<file path="src/rtl/hyper_evt_ctrl.sv">
// ----------------------------------------------------------------------------
// hyper_evt_ctrl
//   Collects the HyperBus macro event vector into pending flags and saturating
//   counters, masks them into a single level interrupt for the SoC event unit
//   and exposes everything through a small cfg register port.
//
//   Event map: bit0 RX done, bit1 TX done, bit2 read EOT, bit3 write EOT.
//
//   Ports:
//     sys_clk_i, rstn_i        clock, async active-low reset
//     evt_i[NB_EVT-1:0]        event pulses, one count per high cycle
//     cfg_valid_i/cfg_rwn_i    request, 1=read 0=write
//     cfg_addr_i[3:0]          word address
//     cfg_data_i[31:0]         write data
//     cfg_ready_o              access accepted when valid && ready
//     cfg_data_o[31:0]         registered read data, held until next read
//     irq_o                    registered |(pending & mask)
//     evt_any_o                registered |(evt_i & mask)
//
//   Registers: 0x0 STATUS, 0x1 MASK, 0x2 CLEAR (W1C), 0x3..0x6 CNT0..3,
//              0x7 CTRL (bit0 clear-on-read of STATUS), 0x8 TS_RD, 0x9 TS_WR.
//
//   Optional: define HYPER_EVT_TIMESTAMP_EN to add a free-running 32-bit
//   cycle counter captured by evt_i[2] (TS_RD) and evt_i[3] (TS_WR).
//   Without it 0x8/0x9 read 0.
// ----------------------------------------------------------------------------

// Per-event lane: pending flag, overflow flag, saturating counter.
module hyper_evt_lane #(
    parameter int CNT_WIDTH = 16
) (
    input  logic                 sys_clk_i,
    input  logic                 rstn_i,
    input  logic                 evt_i,
    input  logic                 clr_i,      // clears pending and overflow
    input  logic                 cnt_clr_i,  // counter write-clear
    output logic                 pend_o,
    output logic                 ovf_o,
    output logic [CNT_WIDTH-1:0] cnt_o
);
    localparam logic [CNT_WIDTH-1:0] CNT_MAX = '1;
    localparam logic [CNT_WIDTH-1:0] CNT_ONE = CNT_WIDTH'(1);

    logic sat_hit;

    // A write-clear in the same cycle counts the event from zero instead,
    // so it can never be a saturation hit.
    assign sat_hit = evt_i && !cnt_clr_i && (cnt_o == CNT_MAX);

    always_ff @(posedge sys_clk_i or negedge rstn_i) begin
        if (!rstn_i) begin
            pend_o <= 1'b0;
            ovf_o  <= 1'b0;
            cnt_o  <= '0;
        end else begin
            // set wins over clear for both flags
            if (evt_i)      pend_o <= 1'b1;
            else if (clr_i) pend_o <= 1'b0;

            if (sat_hit)    ovf_o <= 1'b1;
            else if (clr_i) ovf_o <= 1'b0;

            if (cnt_clr_i)
                cnt_o <= evt_i ? CNT_ONE : '0;
            else if (evt_i && !sat_hit)
                cnt_o <= cnt_o + CNT_ONE;
        end
    end
endmodule

module hyper_evt_ctrl #(
    parameter int NB_EVT    = 4,
    parameter int CNT_WIDTH = 16
) (
    input  logic              sys_clk_i,
    input  logic              rstn_i,
    input  logic [NB_EVT-1:0] evt_i,
    input  logic              cfg_valid_i,
    input  logic              cfg_rwn_i,
    input  logic [3:0]        cfg_addr_i,
    input  logic [31:0]       cfg_data_i,
    output logic              cfg_ready_o,
    output logic [31:0]       cfg_data_o,
    output logic              irq_o,
    output logic              evt_any_o
);
    localparam logic [3:0] ADDR_STATUS = 4'h0;
    localparam logic [3:0] ADDR_MASK   = 4'h1;
    localparam logic [3:0] ADDR_CLEAR  = 4'h2;
    localparam logic [3:0] ADDR_CNT0   = 4'h3;
    localparam logic [3:0] ADDR_CTRL   = 4'h7;
`ifdef HYPER_EVT_TIMESTAMP_EN
    localparam logic [3:0] ADDR_TS_RD  = 4'h8;
    localparam logic [3:0] ADDR_TS_WR  = 4'h9;
`endif

    typedef enum logic {ST_IDLE, ST_COMMIT} state_t;

    state_t state_q, state_d;

    logic                             cfg_acc, cfg_rd, cfg_wr, cor_fire;
    logic                             cor_en_q;
    logic [NB_EVT-1:0]                mask_q, pend, ovf, clr, cnt_clr;
    logic [NB_EVT-1:0][CNT_WIDTH-1:0] cnt;
    logic [31:0]                      rdata;
    logic                             unused_cfg_bits;

    assign unused_cfg_bits = ^cfg_data_i[31:NB_EVT];

    assign cfg_ready_o = (state_q == ST_IDLE);
    assign cfg_acc     = cfg_valid_i && cfg_ready_o;
    assign cfg_rd      = cfg_acc && cfg_rwn_i;
    assign cfg_wr      = cfg_acc && !cfg_rwn_i;

    // Clear-on-read commits on the accept edge; the read itself samples the
    // pre-clear value and a same-cycle event still wins inside the lane.
    assign cor_fire = cfg_rd && (cfg_addr_i == ADDR_STATUS) && cor_en_q;

    assign clr = ((cfg_wr && cfg_addr_i == ADDR_CLEAR) ? cfg_data_i[NB_EVT-1:0] : '0)
               | {NB_EVT{cor_fire}};

    // ready/clear-commit sequencer: one stall cycle after a clearing read
    always_ff @(posedge sys_clk_i or negedge rstn_i) begin
        if (!rstn_i) state_q <= ST_IDLE;
        else         state_q <= state_d;
    end

    always_comb begin
        state_d = state_q;
        case (state_q)
            ST_IDLE:   if (cor_fire) state_d = ST_COMMIT;
            ST_COMMIT: state_d = ST_IDLE;
            default:   state_d = ST_IDLE;
        endcase
    end

    for (genvar g = 0; g < NB_EVT; g++) begin : g_lane
        if (g < 4) begin : g_cnt_map
            assign cnt_clr[g] = cfg_wr && (cfg_addr_i == ADDR_CNT0 + 4'(g));
        end else begin : g_cnt_nomap
            assign cnt_clr[g] = 1'b0;
        end

        hyper_evt_lane #(.CNT_WIDTH(CNT_WIDTH)) u_lane (
            .sys_clk_i (sys_clk_i),
            .rstn_i    (rstn_i),
            .evt_i     (evt_i[g]),
            .clr_i     (clr[g]),
            .cnt_clr_i (cnt_clr[g]),
            .pend_o    (pend[g]),
            .ovf_o     (ovf[g]),
            .cnt_o     (cnt[g])
        );
    end

`ifdef HYPER_EVT_TIMESTAMP_EN
    logic [31:0] ts_cnt_q, ts_rd_q, ts_wr_q;

    always_ff @(posedge sys_clk_i or negedge rstn_i) begin
        if (!rstn_i) begin
            ts_cnt_q <= '0;
            ts_rd_q  <= '0;
            ts_wr_q  <= '0;
        end else begin
            ts_cnt_q <= ts_cnt_q + 32'd1;
            if (evt_i[2]) ts_rd_q <= ts_cnt_q;
            if (evt_i[3]) ts_wr_q <= ts_cnt_q;
        end
    end
`endif

    always_comb begin
        rdata = '0;
        case (cfg_addr_i)
            ADDR_STATUS: begin
                rdata[NB_EVT-1:0] = pend;
                rdata[4 +: NB_EVT] = rdata[4 +: NB_EVT] | ovf;
            end
            ADDR_MASK: rdata[NB_EVT-1:0] = mask_q;
            ADDR_CTRL: rdata[0] = cor_en_q;
`ifdef HYPER_EVT_TIMESTAMP_EN
            ADDR_TS_RD: rdata = ts_rd_q;
            ADDR_TS_WR: rdata = ts_wr_q;
`endif
            default: begin
                for (int i = 0; i < NB_EVT && i < 4; i++)
                    if (cfg_addr_i == ADDR_CNT0 + 4'(i))
                        rdata[CNT_WIDTH-1:0] = cnt[i];
            end
        endcase
    end

    always_ff @(posedge sys_clk_i or negedge rstn_i) begin
        if (!rstn_i) begin
            mask_q     <= '0;
            cor_en_q   <= 1'b0;
            cfg_data_o <= '0;
            irq_o      <= 1'b0;
            evt_any_o  <= 1'b0;
        end else begin
            if (cfg_wr && cfg_addr_i == ADDR_MASK) mask_q   <= cfg_data_i[NB_EVT-1:0];
            if (cfg_wr && cfg_addr_i == ADDR_CTRL) cor_en_q <= cfg_data_i[0];
            if (cfg_rd) cfg_data_o <= rdata;
            irq_o     <= |(pend & mask_q);
            evt_any_o <= |(evt_i & mask_q);
        end
    end
endmodule
</file>
<file path="config.mk">
export PLATFORM = sky130hd
export DESIGN_NAME = hyper_evt_ctrl
export DESIGN_NICKNAME = d
export VERILOG_FILES = /design/src/rtl/hyper_evt_ctrl.sv
export SDC_FILE = /design/constraint.sdc
export NUM_CORES = 1
export LEC_CHECK = 0
export ABC_CLOCK_PERIOD_IN_PS = 2600
export BUFFER_PORTS_ARGS = -buffer_cell sky130_fd_sc_hd__buf_2
export CORE_AREA = 3 3 109 111
export CTS_CLUSTER_DIAMETER = 50
export CTS_CLUSTER_SIZE = 12
export DETAILED_ROUTE_END_ITERATION = 7
export DIE_AREA = 0 0 112 114
export PLACE_DENSITY = 0.7
export RECOVER_POWER = 50
export SLEW_MARGIN = 5
export SYNTH_ARGS = -nofsm -noshare
export SYNTH_HDL_FRONTEND = slang
export SYNTH_SLANG_ARGS = --single-unit
</file>
<file path="constraint.sdc">
create_clock -name sys_clk_i -period 2.6 [get_ports sys_clk_i]
set_clock_uncertainty 0.1 [all_clocks]
set_input_delay 0.26 -clock sys_clk_i [delete_from_list [all_inputs] [get_ports sys_clk_i]]
set_output_delay 0.26 -clock sys_clk_i [all_outputs]
set_load 0.01 [all_outputs]
</file>
==> results by group, run 1 <==
Yosys
  • Async set-or-reset flop fraction in the synthesized netlist: 100%
  • Number of flops mapped to enable cells by yosys: 0
  • Number of distinct standard cells referenced by the synthesized netlist: 64
  • Register area share after synthesis: between 40 and 50%
  • Synthesized cell area: 5490 um^2
  • Mean Syn Cell Area: a little under 9 um^2
  • Flop and latch count out of synthesis: 96
  • Warning count from the yosys run: 0
  • Cell count after synthesis: 615
  • Post-synth top flop: dfrtp_1

Worst hold path
  • Hold Crit Start: cfg_data_i[2]
  • Class of the tightest hold or removal check: in2reg

CTS
  • Number of buffers inserted during clock tree synthesis: 9
  • Root buf cell: clkbuf_8
  • Insertion delay to the later sink of the worst-skew pair: approximately 0.38 ns
  • Number of resized instances in the post-cts repair step: 0
  • Number of buffers added for setup after CTS: 0
  • CTS tree: yes
  • Number of H-tree branching levels: 3
  • Maximum count of clock buffers along a single path: 2
  • TritonCTS sink count: 96
  • Cts-stage hold buffer count: 1
  • Clock transition at the register clock pins on the worst setup and hold paths after CTS: 0.09 ns

Place
  • Number of input and output port buffers inserted: 34
  • Number of cells after detailed placement: between 700 and 800
  • Place WS: 0.331 ns
  • Global placement routability congestion: just under 0.9
  • Half-perimeter wire length after detailed placement: about 10000 um

Critical path
  • CP Launch Point: g_lane[0].u_lane.cnt_o[0]
  • Critical path endpoint category: register
  • Startpoint class of the critical path: register
  • Endpoint arrival time on the critical path: 2.45 ns
  • Most frequent cell on the critical path: a21oi_1
  • Worst path cell trace: ha_1 > and2_1 > and4_1 > a21oi_1 > a21oi_1 > a31o_2
  • Path type of the worst setup path: reg2reg
  • Reg-to-reg critical path startpoint: g_lane[0].u_lane.cnt_o[0]
  • Cell with the biggest individual delay on the critical path: a21oi_1
  • Maximum fanout encountered on the critical timing path: 11
  • Biggest cell delay along the critical path: approximately 0.5 ns
  • Required time of the critical path: between 2 and 3 ns

Power
  • Switching power as a share of total power: 34.0%
  • Sequential power share: between 50% and 60%
  • Int Power: roughly 2.4 mW
  • Cell leakage power: around 2.5 nW
  • Clock power frac: between 20% and 30%
  • Power density over cell area: 609 nW/um^2
  • Switching Power: 1.23 mW
  • Power consumption: about 3.6 mW
  • VDD IR-drop max: 0.000312 V
  • Part of the power in combinational logic: 18.7%

Final layout
  • # diodes: 0
  • Final standard cell count with taps included and fillers excluded: 789
  • Total number of nets in the final design: 692
  • Layout cell share with drive strength beyond 1: approximately 11%
  • Area delta synth->final: 7.81%
  • Commonest cells after routing, fill and taps aside: 96 x dfrtp_1, 64 x nor2_1, 61 x nand2_1
  • Most frequent standard cell in the layout excluding fill and tap cells: dfrtp_1

Die
  • Height of the die: 114 um
  • Ports: 79
  • Effective utilization at floorplan: about half
  • Area of the die: between 10000 and 15000 um^2
  • Die width: roughly 110 um
  • Core Area: about 11000 um^2
  • Row count: 38

Timing
  • Transition time of the tightest slew-check pin: approximately 1.2 ns
  • Final hold slack: roughly 0.026 ns
  • RSZ-0062 raised after global routing: no
  • Final Hold Violating Endpoints: 0
  • Final-report max-slew violation count: 0
  • Slew margin rel.: 22.2%
  • FMAX: 439 MHz
  • Aggregate negative setup slack: 0 ns
  • Minimum clock period after layout: ~2.3 ns
  • Portion of the clock cycle consumed by the worst path in the final layout: between 80% and 90%
  • Setup ws final: ~0.32 ns
  • Number of failing setup endpoints in the final timing report: 0

Outcome
  • Outcome: complete, no violations

Global routing
  • Largest net degree at the start of global routing: 52
  • Total Routing Usage GR: ~22%
  • Wire length of the first global-routing pass: 23100 um
  • Antenna violations before repair: 0
  • Number of global-route vias before repair: 4551
  • Total overflow reported by the global router: 0

Detailed routing
  • ANT nets after route: 0
  • Count of vias placed by the detailed router: a little under 5000
  • Starting DRC count in detailed routing: about 420
  • TritonRoute pass-1 iters: 6
  • # DRC: 0
  • Routed len/inst: around 18 um
  • DRT Wirelength: between 10000 and 15000 um
  • Via density: around 6.2

Job
  • Number of maximum-capacitance violations: 0
metal layers:
layer | routed length, um | GRT usage, % | vias to the layer above
li1 | - | - | 2293
met1 | 6370 | 31.0 | 2396
met2 | 6680 | 36.6 | 152
met3 | 729 | 2.92 | 23
met4 | 308 | 8.25 | 0
met5 | 0 | 0 | -
worst max-delay path, delay by kind of cell (launching register included):
family,cells,cell delay (ns)
fa+ha+maj,1,0.26
flops,1,0.46
compound gates,3,0.87
simple gates,2,0.48
kinds of logic after synthesis:
logic type / Yosys count / share of synthesized area (%)
AO/OA/AOI/OAI: 161 / 19.0
XOR/XNOR: 16 / 2.55
adder cells (fa/ha/maj): 4 / 0.911
buffers and inverters: 54 / 5.31
flip-flops: 96 / 43.7
multiplexers: 14 / 2.66
other: 1 / 0.0683
AND/OR/NAND/NOR: 269 / 25.8
registers in the layout, summed over array words and instances, names as in the netlist:
register	count
cfg_data_o	16
cor_en_q	1
evt_any_o	1
g_lane.u_lane.cnt_o	64
g_lane.u_lane.ovf_o	4
g_lane.u_lane.pend_o	4
irq_o	1
mask_q	4
state_q	1
path summary, 6_finish.rpt:
kind | depth (start not counted) | endpoint | slack, ns
setup / recovery | 6 | g_lane[0].u_lane.cnt_o[8] | 0.32
hold / removal | 2 | mask_q[2] | 0.03
setup reg to reg | 6 | g_lane[0].u_lane.cnt_o[8] | 0.32
hold reg to reg | 1 | g_lane[3].u_lane.ovf_o | 0.38
max in group asynchronous | 3 | g_lane[2].u_lane.cnt_o[10] | 0.45
min in group asynchronous | 2 | cfg_data_o[0] | 0.53
synth_stat cells, types with 6 or more instances:
library cell | count | share of area [%]
o211ai_1 | 6 | 0.82
inv_1 | 7 | 0.48
and2_1 | 8 | 0.91
buf_4 | 16 | 2.2
o21ai_0 | 32 | 2.9
a21oi_1 | 57 | 5.2
xnor2_1 | 11 | 1.8
nand2_1 | 61 | 4.2
mux2i_1 | 9 | 1.6
a221oi_1 | 15 | 2.4
o31ai_1 | 7 | 0.96
dfrtp_1 | 96 | 44
buf_2 | 11 | 1.0
clkbuf_1 | 17 | 1.2
or4_1 | 8 | 1.1
or3_1 | 14 | 1.6
nor2_1 | 64 | 4.4
and3_1 | 17 | 1.9
a21o_1 | 7 | 0.96
nor3_1 | 10 | 0.91
nand4_1 | 23 | 2.6
nand3_1 | 27 | 2.5
and4_1 | 6 | 0.96
power groups by stage:
stage | Sequential, mW | Combinational (mW) | Clock (mW)
2_1_floorplan | 1.96 | 0.496 | 0
3_3_place_gp | 2.02 | 0.652 | 0
3_5_place_dp | 2.04 | 0.687 | 0
4_1_cts | 2.01 | 0.690 | 0.941
5_1_grt | 2.05 | 0.767 | 0.999
6_report | 2.02 | 0.676 | 0.916
stage by stage:
stage	area (um^2)	util, %
after floorplan	5550	-
after global placement	5780	53.1
after detailed placement	5780	53.1
after CTS	5960	54.7
after global routing	5920	54.4
final	5920	54.4
area by class of cell:
type | instances | area (um^2)
Inverter | 7 | 26.3
Fill cell | 1006 | 4960
Clock inverter | 4 | 28.8
Clock buffer | 12 | 145
Sequential cell | 96 | 2400
Multi-Input combinational cell | 480 | 2880
Timing Repair Buffer | 50 | 270
Tap cell | 140 | 175
(Power assumes the default switching activity.)
==> inputs of run 2 (changes only) <==
Settings changed: REMOVE_ABC_BUFFERS from default to 1.
==> run 2 against run 1 <==
Compared with the run above: via count increased by 1.2%; register-to-register slack about the same; final cell count unchanged; design area barely moved; worst hold slack improved by 0.018 ns; sequential power about the same; wire length is 1.5% higher; total power barely moved; clock power about the same; critical endpoint is now g_lane[2].u_lane.cnt_o[3]; largest cell class unchanged; largest power group unchanged.
==> results by group, run 2 (synthesized netlist as in run 1, its figures left out) <==
Outcome
  • Outcome: complete, no violations

Place
  • Number of input and output port buffers inserted: 34 (unchanged)
  • Global placement routability congestion: 0.861 (-1.5%)
  • Half-perimeter wire length after detailed placement: 10200 um (-0.47%)

CTS
  • Number of H-tree branching levels: 3 (unchanged)
  • Cts-stage hold buffer count: 1 (unchanged)
  • TritonCTS sink count: 96 (unchanged)
  • Number of resized instances in the post-cts repair step: 0 (unchanged)
  • Number of buffers inserted during clock tree synthesis: 9 (unchanged)
  • Root buf cell: clkbuf_8
  • Number of buffers added for setup after CTS: 0 (unchanged)
  • Maximum count of clock buffers along a single path: 2 (unchanged)
  • CTS tree: yes
  • Clock transition at the register clock pins on the worst setup and hold paths after CTS: 0.09 ns (about the same)
  • Insertion delay to the later sink of the worst-skew pair: 0.37 ns (about the same)

Global routing
  • Total overflow reported by the global router: 0 (unchanged)
  • Largest net degree at the start of global routing: 57 (+9.6%)
  • Antenna violations before repair: 0 (unchanged)
  • Wire length of the first global-routing pass: 23200 um (+0.45%)
  • Total Routing Usage GR: 22.4% (-0.076 points)
  • Number of global-route vias before repair: 4642 (+2.0%)

Final layout
  • Largest registers: g_lane.u_lane.cnt_o: 64 flops, cfg_data_o: 16 flops
  • Flip-flop count of the largest register after layout: 64 (unchanged)
  • # diodes: 0 (unchanged)
  • Most frequent standard cell in the layout excluding fill and tap cells: dfrtp_1
  • Area delta synth->final: 7.86% (about the same)
  • Register ranked first by flip-flop count: g_lane.u_lane.cnt_o
  • Filler cells: 991 (-1.5%)
  • Commonest cells after routing, fill and taps aside: 96 x dfrtp_1, 64 x nor2_1, 61 x nand2_1
  • Layout cell share with drive strength beyond 1: 11.1% (-0.15 points)
  • Total number of nets in the final design: 692 (unchanged)

Timing
  • Slew margin rel.: 31.6% (+9.4 points)
  • Final Hold Violating Endpoints: 0 (unchanged)
  • Transition time of the tightest slew-check pin: 1.03 ns (-0.141 ns)
  • Final-report max-slew violation count: 0 (unchanged)
  • Number of failing setup endpoints in the final timing report: 0 (unchanged)
  • Minimum clock period after layout: 2.28 ns (-0.00245 ns)
  • FMAX: 439 MHz (+0.11%)
  • Aggregate negative setup slack: 0 ns (unchanged)
  • Portion of the clock cycle consumed by the worst path in the final layout: 87.6% (-0.094 points)
  • RSZ-0062 raised after global routing: no

Power
  • Part of the power in combinational logic: 18.9% (+0.2 points)
  • Power density over cell area: 609 nW/um^2 (about the same)
  • Sequential power share: 55.7% (-0.2 points)
  • VDD IR-drop max: 0.000305 V (-2.2%)
  • Int Power: 2.41 mW (+1.1%)
  • Power consumption: 3.61 mW (about the same)
  • Clock power frac: 25.3% (about the same)
  • Cell leakage power: 2.51 nW (+0.27%)
  • Switching Power: 1.20 mW (-2.1%)
  • Switching power as a share of total power: 33.3% (-0.72 points)

Die
  • Area of the die: 12800 um^2 (unchanged)
  • Row count: 38 (unchanged)
  • Height of the die: 114 um (unchanged)
  • Effective utilization at floorplan: 50.5% (unchanged)
  • Ports: 79 (unchanged)
  • Die width: 112 um (unchanged)
  • Core Area: 10900 um^2 (unchanged)

Critical path
  • Biggest cell delay along the critical path: 0.63 ns (+0.14 ns)
  • Startpoint class of the critical path: register
  • Required time of the critical path: 2.80 ns (+0.03 ns)
  • Worst path cell trace: ha_1 > nand2_1 > or4_1 > o31ai_2 > buf_4 > o21ai_0 > a21oi_1
  • Cell with the biggest individual delay on the critical path: or4_1
  • Critical path endpoint category: register
  • Largest delay contributor family on the critical path: simple AND/OR/NAND/NOR gates
  • Buffer and inverter count on the worst path: 1 (+1)
  • Reg2Reg Setup Slack: 0.32 ns (about the same)
  • Maximum fanout encountered on the critical timing path: 14 (+3)
  • Endpoint arrival time on the critical path: 2.47 ns (+0.02 ns)
  • Path type of the worst setup path: reg2reg

Detailed routing
  • Count of vias placed by the detailed router: 4923 (+1.2%)
  • Routed len/inst: 18.1 um (+1.5%)
  • Starting DRC count in detailed routing: 562 (+33%)
  • ANT nets after route: 0 (unchanged)
  • Via density: 6.24 (+1.2%)
  • DRT Wirelength: 14300 um (+1.5%)
  • # DRC: 0 (unchanged)
  • TritonRoute pass-1 iters: 5 (-1)

Worst hold path
  • Class of the tightest hold or removal check: in2reg

Job
  • Number of maximum-capacitance violations: 0 (unchanged)
## run 2: cell types whose count changed in the layout (fill, tap and decap cells not counted), sizes merged
cell      previous run  this run
clkinv               1         2
clkbuf              32        34
clkinvlp             2         0
inv                  8         7
## run 2: cell type report
cell class / instances / area, um^2 / area share, %
Sequential cell: 96 / 2400 / 40.5
Clock inverter: 2 / 13.8 / 0.232
Inverter: 7 / 26.3 / 0.443
Tap cell: 140 / 175 / 2.96
Multi-Input combinational cell: 480 / 2880 / 48.5
Timing Repair Buffer: 50 / 270 / 4.56
Clock buffer: 14 / 163 / 2.74
## run 2: routing by layer
layer	vias up	global-route usage [%]	wire length, um
met1	2421	31.4	6300
met5	-	0	0
met2	180	36.0	6780
li1	2298	-	-
met4	0	7.53	280
met3	24	3.08	936
## run 2: path summary, 6_finish.rpt
path                                           start                          to  cells after the start
min                                    cfg_data_i[2]                   mask_q[2]                      2
max                        g_lane[2].u_lane.cnt_o[0]   g_lane[2].u_lane.cnt_o[3]                      7
max in group asynchronous                     rstn_i  g_lane[2].u_lane.cnt_o[10]                      3
min in group asynchronous                     rstn_i                   evt_any_o                      2
min reg2reg                   g_lane[3].u_lane.ovf_o      g_lane[3].u_lane.ovf_o                      1
max reg2reg                g_lane[2].u_lane.cnt_o[0]   g_lane[2].u_lane.cnt_o[3]                      7
## run 2: per-stage QoR
step | hold slack [ns] | cells | worst slack (ns) | cell area [um^2] | util [%]
global route | 0.0346 | 789 | 0.146 | 5930 | 54.4
detailed placement | 0.184 | 772 | 0.388 | 5780 | 53.1
finish | 0.0442 | 789 | 0.322 | 5930 | 54.4
global placement | 0.181 | 772 | 0.403 | 5780 | 53.1
floorplan | -0.136 | 583 | -0.486 | 5290 | -
CTS | 0.0418 | 789 | 0.362 | 5960 | 54.8
## run 2: worst reg2reg max path: stages, from the launching register on
cell     delay (ns)
dfrtp_1        0.45
ha_1           0.25
nand2_1        0.10
or4_1          0.63
o31ai_2        0.21
buf_4          0.21
o21ai_0        0.12
a21oi_1        0.13
## run 2: power groups by stage
stage               clock [mW]  combinational, mW  sequential, mW
global placement             0              0.656            2.02
floorplan                    0              0.455            1.96
global route             0.989              0.774            2.05
CTS                      0.924              0.693            2.00
finish                   0.914              0.682            2.01
detailed placement           0              0.690            2.03
==> inputs of run 3 (changes only) <==
Settings changed: CTS_BUF_LIST from default to sky130_fd_sc_hd__clkbuf_8.
==> run 3 against run 2 <==
Compared with the run above: worst hold slack gained 0.00096 ns; wire length decreased by 0.48%; via count down 0.45%; largest power group unchanged.
==> results by group, run 3 (synthesized netlist as in run 1, its figures left out) <==
Die
  • Area of the die: 12800 um^2 (unchanged)
  • Row count: 38 (unchanged)
  • Height of the die: 114 um (unchanged)
  • Die width: 112 um (unchanged)
  • Core Area: 10900 um^2 (unchanged)
  • Ports: 79 (unchanged)
  • Effective utilization at floorplan: 50.5% (unchanged)

Power
  • Int Power: 2.39 mW (-0.50%)
  • Power consumption: 3.60 mW (-0.27%)
  • Cell leakage power: 2.52 nW (+0.50%)
  • Power density over cell area: 607 nW/um^2 (-0.27%)
  • Sequential power share: 55.9% (+0.2 points)
  • Switching power as a share of total power: 33.5% (+0.15 points)
  • VDD IR-drop max: 0.000306 V (+0.16%)
  • Clock power frac: 25.2% (about the same)
  • Switching Power: 1.20 mW (+0.18%)
  • Part of the power in combinational logic: 19.0% (about the same)

Timing
  • Number of failing setup endpoints in the final timing report: 0 (unchanged)
  • Portion of the clock cycle consumed by the worst path in the final layout: 87.2% (-0.40 points)
  • Slew margin rel.: 31.8% (+0.18 points)
  • Minimum clock period after layout: 2.27 ns (-0.0105 ns)
  • RSZ-0062 raised after global routing: no
  • Transition time of the tightest slew-check pin: 1.02 ns (-0.00264 ns)
  • FMAX: 441 MHz (+0.46%)
  • Final Hold Violating Endpoints: 0 (unchanged)
  • Final-report max-slew violation count: 0 (unchanged)
  • Setup ws final: 0.333 ns (+0.0105 ns)
  • Final hold slack: 0.0451 ns (+0.000961 ns)

CTS
  • Number of buffers added for setup after CTS: 0 (unchanged)
  • Number of buffers inserted during clock tree synthesis: 9 (unchanged)
  • Number of H-tree branching levels: 3 (unchanged)
  • Clock transition at the register clock pins on the worst setup and hold paths after CTS: 0.09 ns (about the same)
  • Maximum count of clock buffers along a single path: 2 (unchanged)
  • TritonCTS sink count: 96 (unchanged)
  • CTS tree: yes
  • Insertion delay to the later sink of the worst-skew pair: 0.37 ns (about the same)
  • Root buf cell: clkbuf_8

Final layout
  • Area delta synth->final: 7.86% (unchanged)
  • Register ranked first by flip-flop count: g_lane.u_lane.cnt_o
  • Flip-flop count of the largest register after layout: 64 (unchanged)
  • Post-layout instance area: 5930 um^2 (unchanged)
  • Largest registers: g_lane.u_lane.cnt_o: 64 flops, cfg_data_o: 16 flops
  • # diodes: 0 (unchanged)
  • Total number of nets in the final design: 692 (unchanged)
  • Most frequent standard cell in the layout excluding fill and tap cells: dfrtp_1
  • Commonest cells after routing, fill and taps aside: 96 x dfrtp_1, 64 x nor2_1, 61 x nand2_1
  • Layout cell share with drive strength beyond 1: 11.1% (unchanged)

Critical path
  • Maximum fanout encountered on the critical timing path: 14 (unchanged)
  • Reg2Reg Setup Slack: 0.33 ns (about the same)
  • Path type of the worst setup path: reg2reg
  • Critical path endpoint category: register
  • Required time of the critical path: 2.80 ns (about the same)
  • Register-to-Register Path Depth: 7 (unchanged)
  • Endpoint arrival time on the critical path: 2.47 ns (about the same)
  • Startpoint class of the critical path: register

Worst hold path
  • Class of the tightest hold or removal check: in2reg
  • Instance count along the most critical hold path: 2 (unchanged)

Detailed routing
  • DRT Wirelength: 14200 um (-0.48%)
  • Routed len/inst: 18.0 um (-0.48%)
  • # DRC: 0 (unchanged)
  • Count of vias placed by the detailed router: 4901 (-0.45%)
  • TritonRoute pass-1 iters: 7 (+2)
  • ANT nets after route: 0 (unchanged)
  • Starting DRC count in detailed routing: 536 (-4.6%)
  • Via density: 6.21 (-0.45%)

Global routing
  • Largest net degree at the start of global routing: 57 (unchanged)
  • Antenna violations before repair: 0 (unchanged)
  • Wire length of the first global-routing pass: 23200 um (about the same)
  • Number of global-route vias before repair: 4643 (+0.022%)
  • Total overflow reported by the global router: 0 (unchanged)
  • Total Routing Usage GR: 22.4% (about the same)

Place
  • Place WS: 0.388 ns (unchanged)
  • Global placement routability congestion: 0.861 (unchanged)
  • Half-perimeter wire length after detailed placement: 10200 um (unchanged)
  • Placed cell areas: 5780 um^2 (unchanged)
  • Number of input and output port buffers inserted: 34 (unchanged)

Job
  • Number of maximum-capacitance violations: 0 (unchanged)

Outcome
  • Outcome: complete, no violations
==> run 3: changes by cell type in the layout (fill, tap and decap cells not counted) <==
| cell | previous run | this run |
|---|---|---|
| inv_1 | 7 | 10 |
| clkbuf_1 | 21 | 18 |
==> run 3: routing by layer <==
layer	global-route usage (%)	share of wire (%)	routed length [um]
met5	0	0	0
met1	31.4	45	6340
met4	7.53	2.1	305
met2	36.0	48	6760
met3	3.08	5.7	817
==> run 3: worst paths after layout <==
| check | end | start |
|---|---|---|
| min reg2reg | g_lane[3].u_lane.ovf_o | g_lane[3].u_lane.ovf_o |
| max | g_lane[2].u_lane.cnt_o[3] | g_lane[2].u_lane.cnt_o[0] |
| min | mask_q[2] | cfg_data_i[2] |
| max reg2reg | g_lane[2].u_lane.cnt_o[3] | g_lane[2].u_lane.cnt_o[0] |
| min in group asynchronous | evt_any_o | rstn_i |
| max in group asynchronous | g_lane[2].u_lane.cnt_o[10] | rstn_i |
==> run 3: critical path: stages (launching register included) <==
cell     delay (ns)
dfrtp_1        0.44
ha_1           0.25
nand2_1        0.10
or4_1          0.62
o31ai_2        0.21
buf_4          0.22
o21ai_0        0.12
a21oi_1        0.13
==> run 3: through the flow <==
| step | cells | TNS, ns | util [%] |
|---|---|---|---|
| after floorplan | 583 | -5.41 | - |
| after global routing | 789 | 0 | 54.4 |
| final | 789 | 0 | 54.4 |
| after CTS | 789 | 0 | 54.8 |
| after global placement | 772 | 0 | 53.1 |
| after detailed placement | 772 | 0 | 53.1 |
==> run 3: area by class of cell <==
type | count | area [um^2]
multi-input cells | 480 | 2880
inverters | 7 | 26.3
fillers | 991 | 4960
clock inverters | 5 | 25.0
clock buffers | 11 | 151
flip-flops and latches | 96 | 2400
repair buffers | 50 | 270
well taps | 140 | 175
==> run 3: timing repair <==
item                                   4_1_cts  5_1_grt
endpoints found under the hold margin       40        0
hold buffers                                 1        0
gates resized for setup                      0        0
==> run 3: power groups by stage <==
stage / Sequential, mW / Clock, mW / Combinational (mW)
after CTS: 2.00 / 0.913 / 0.693
after detailed placement: 2.03 / 0 / 0.690
after global placement: 2.02 / 0 / 0.656
final: 2.01 / 0.905 / 0.683
after floorplan: 1.96 / 0 / 0.455
after global routing: 2.05 / 0.977 / 0.774
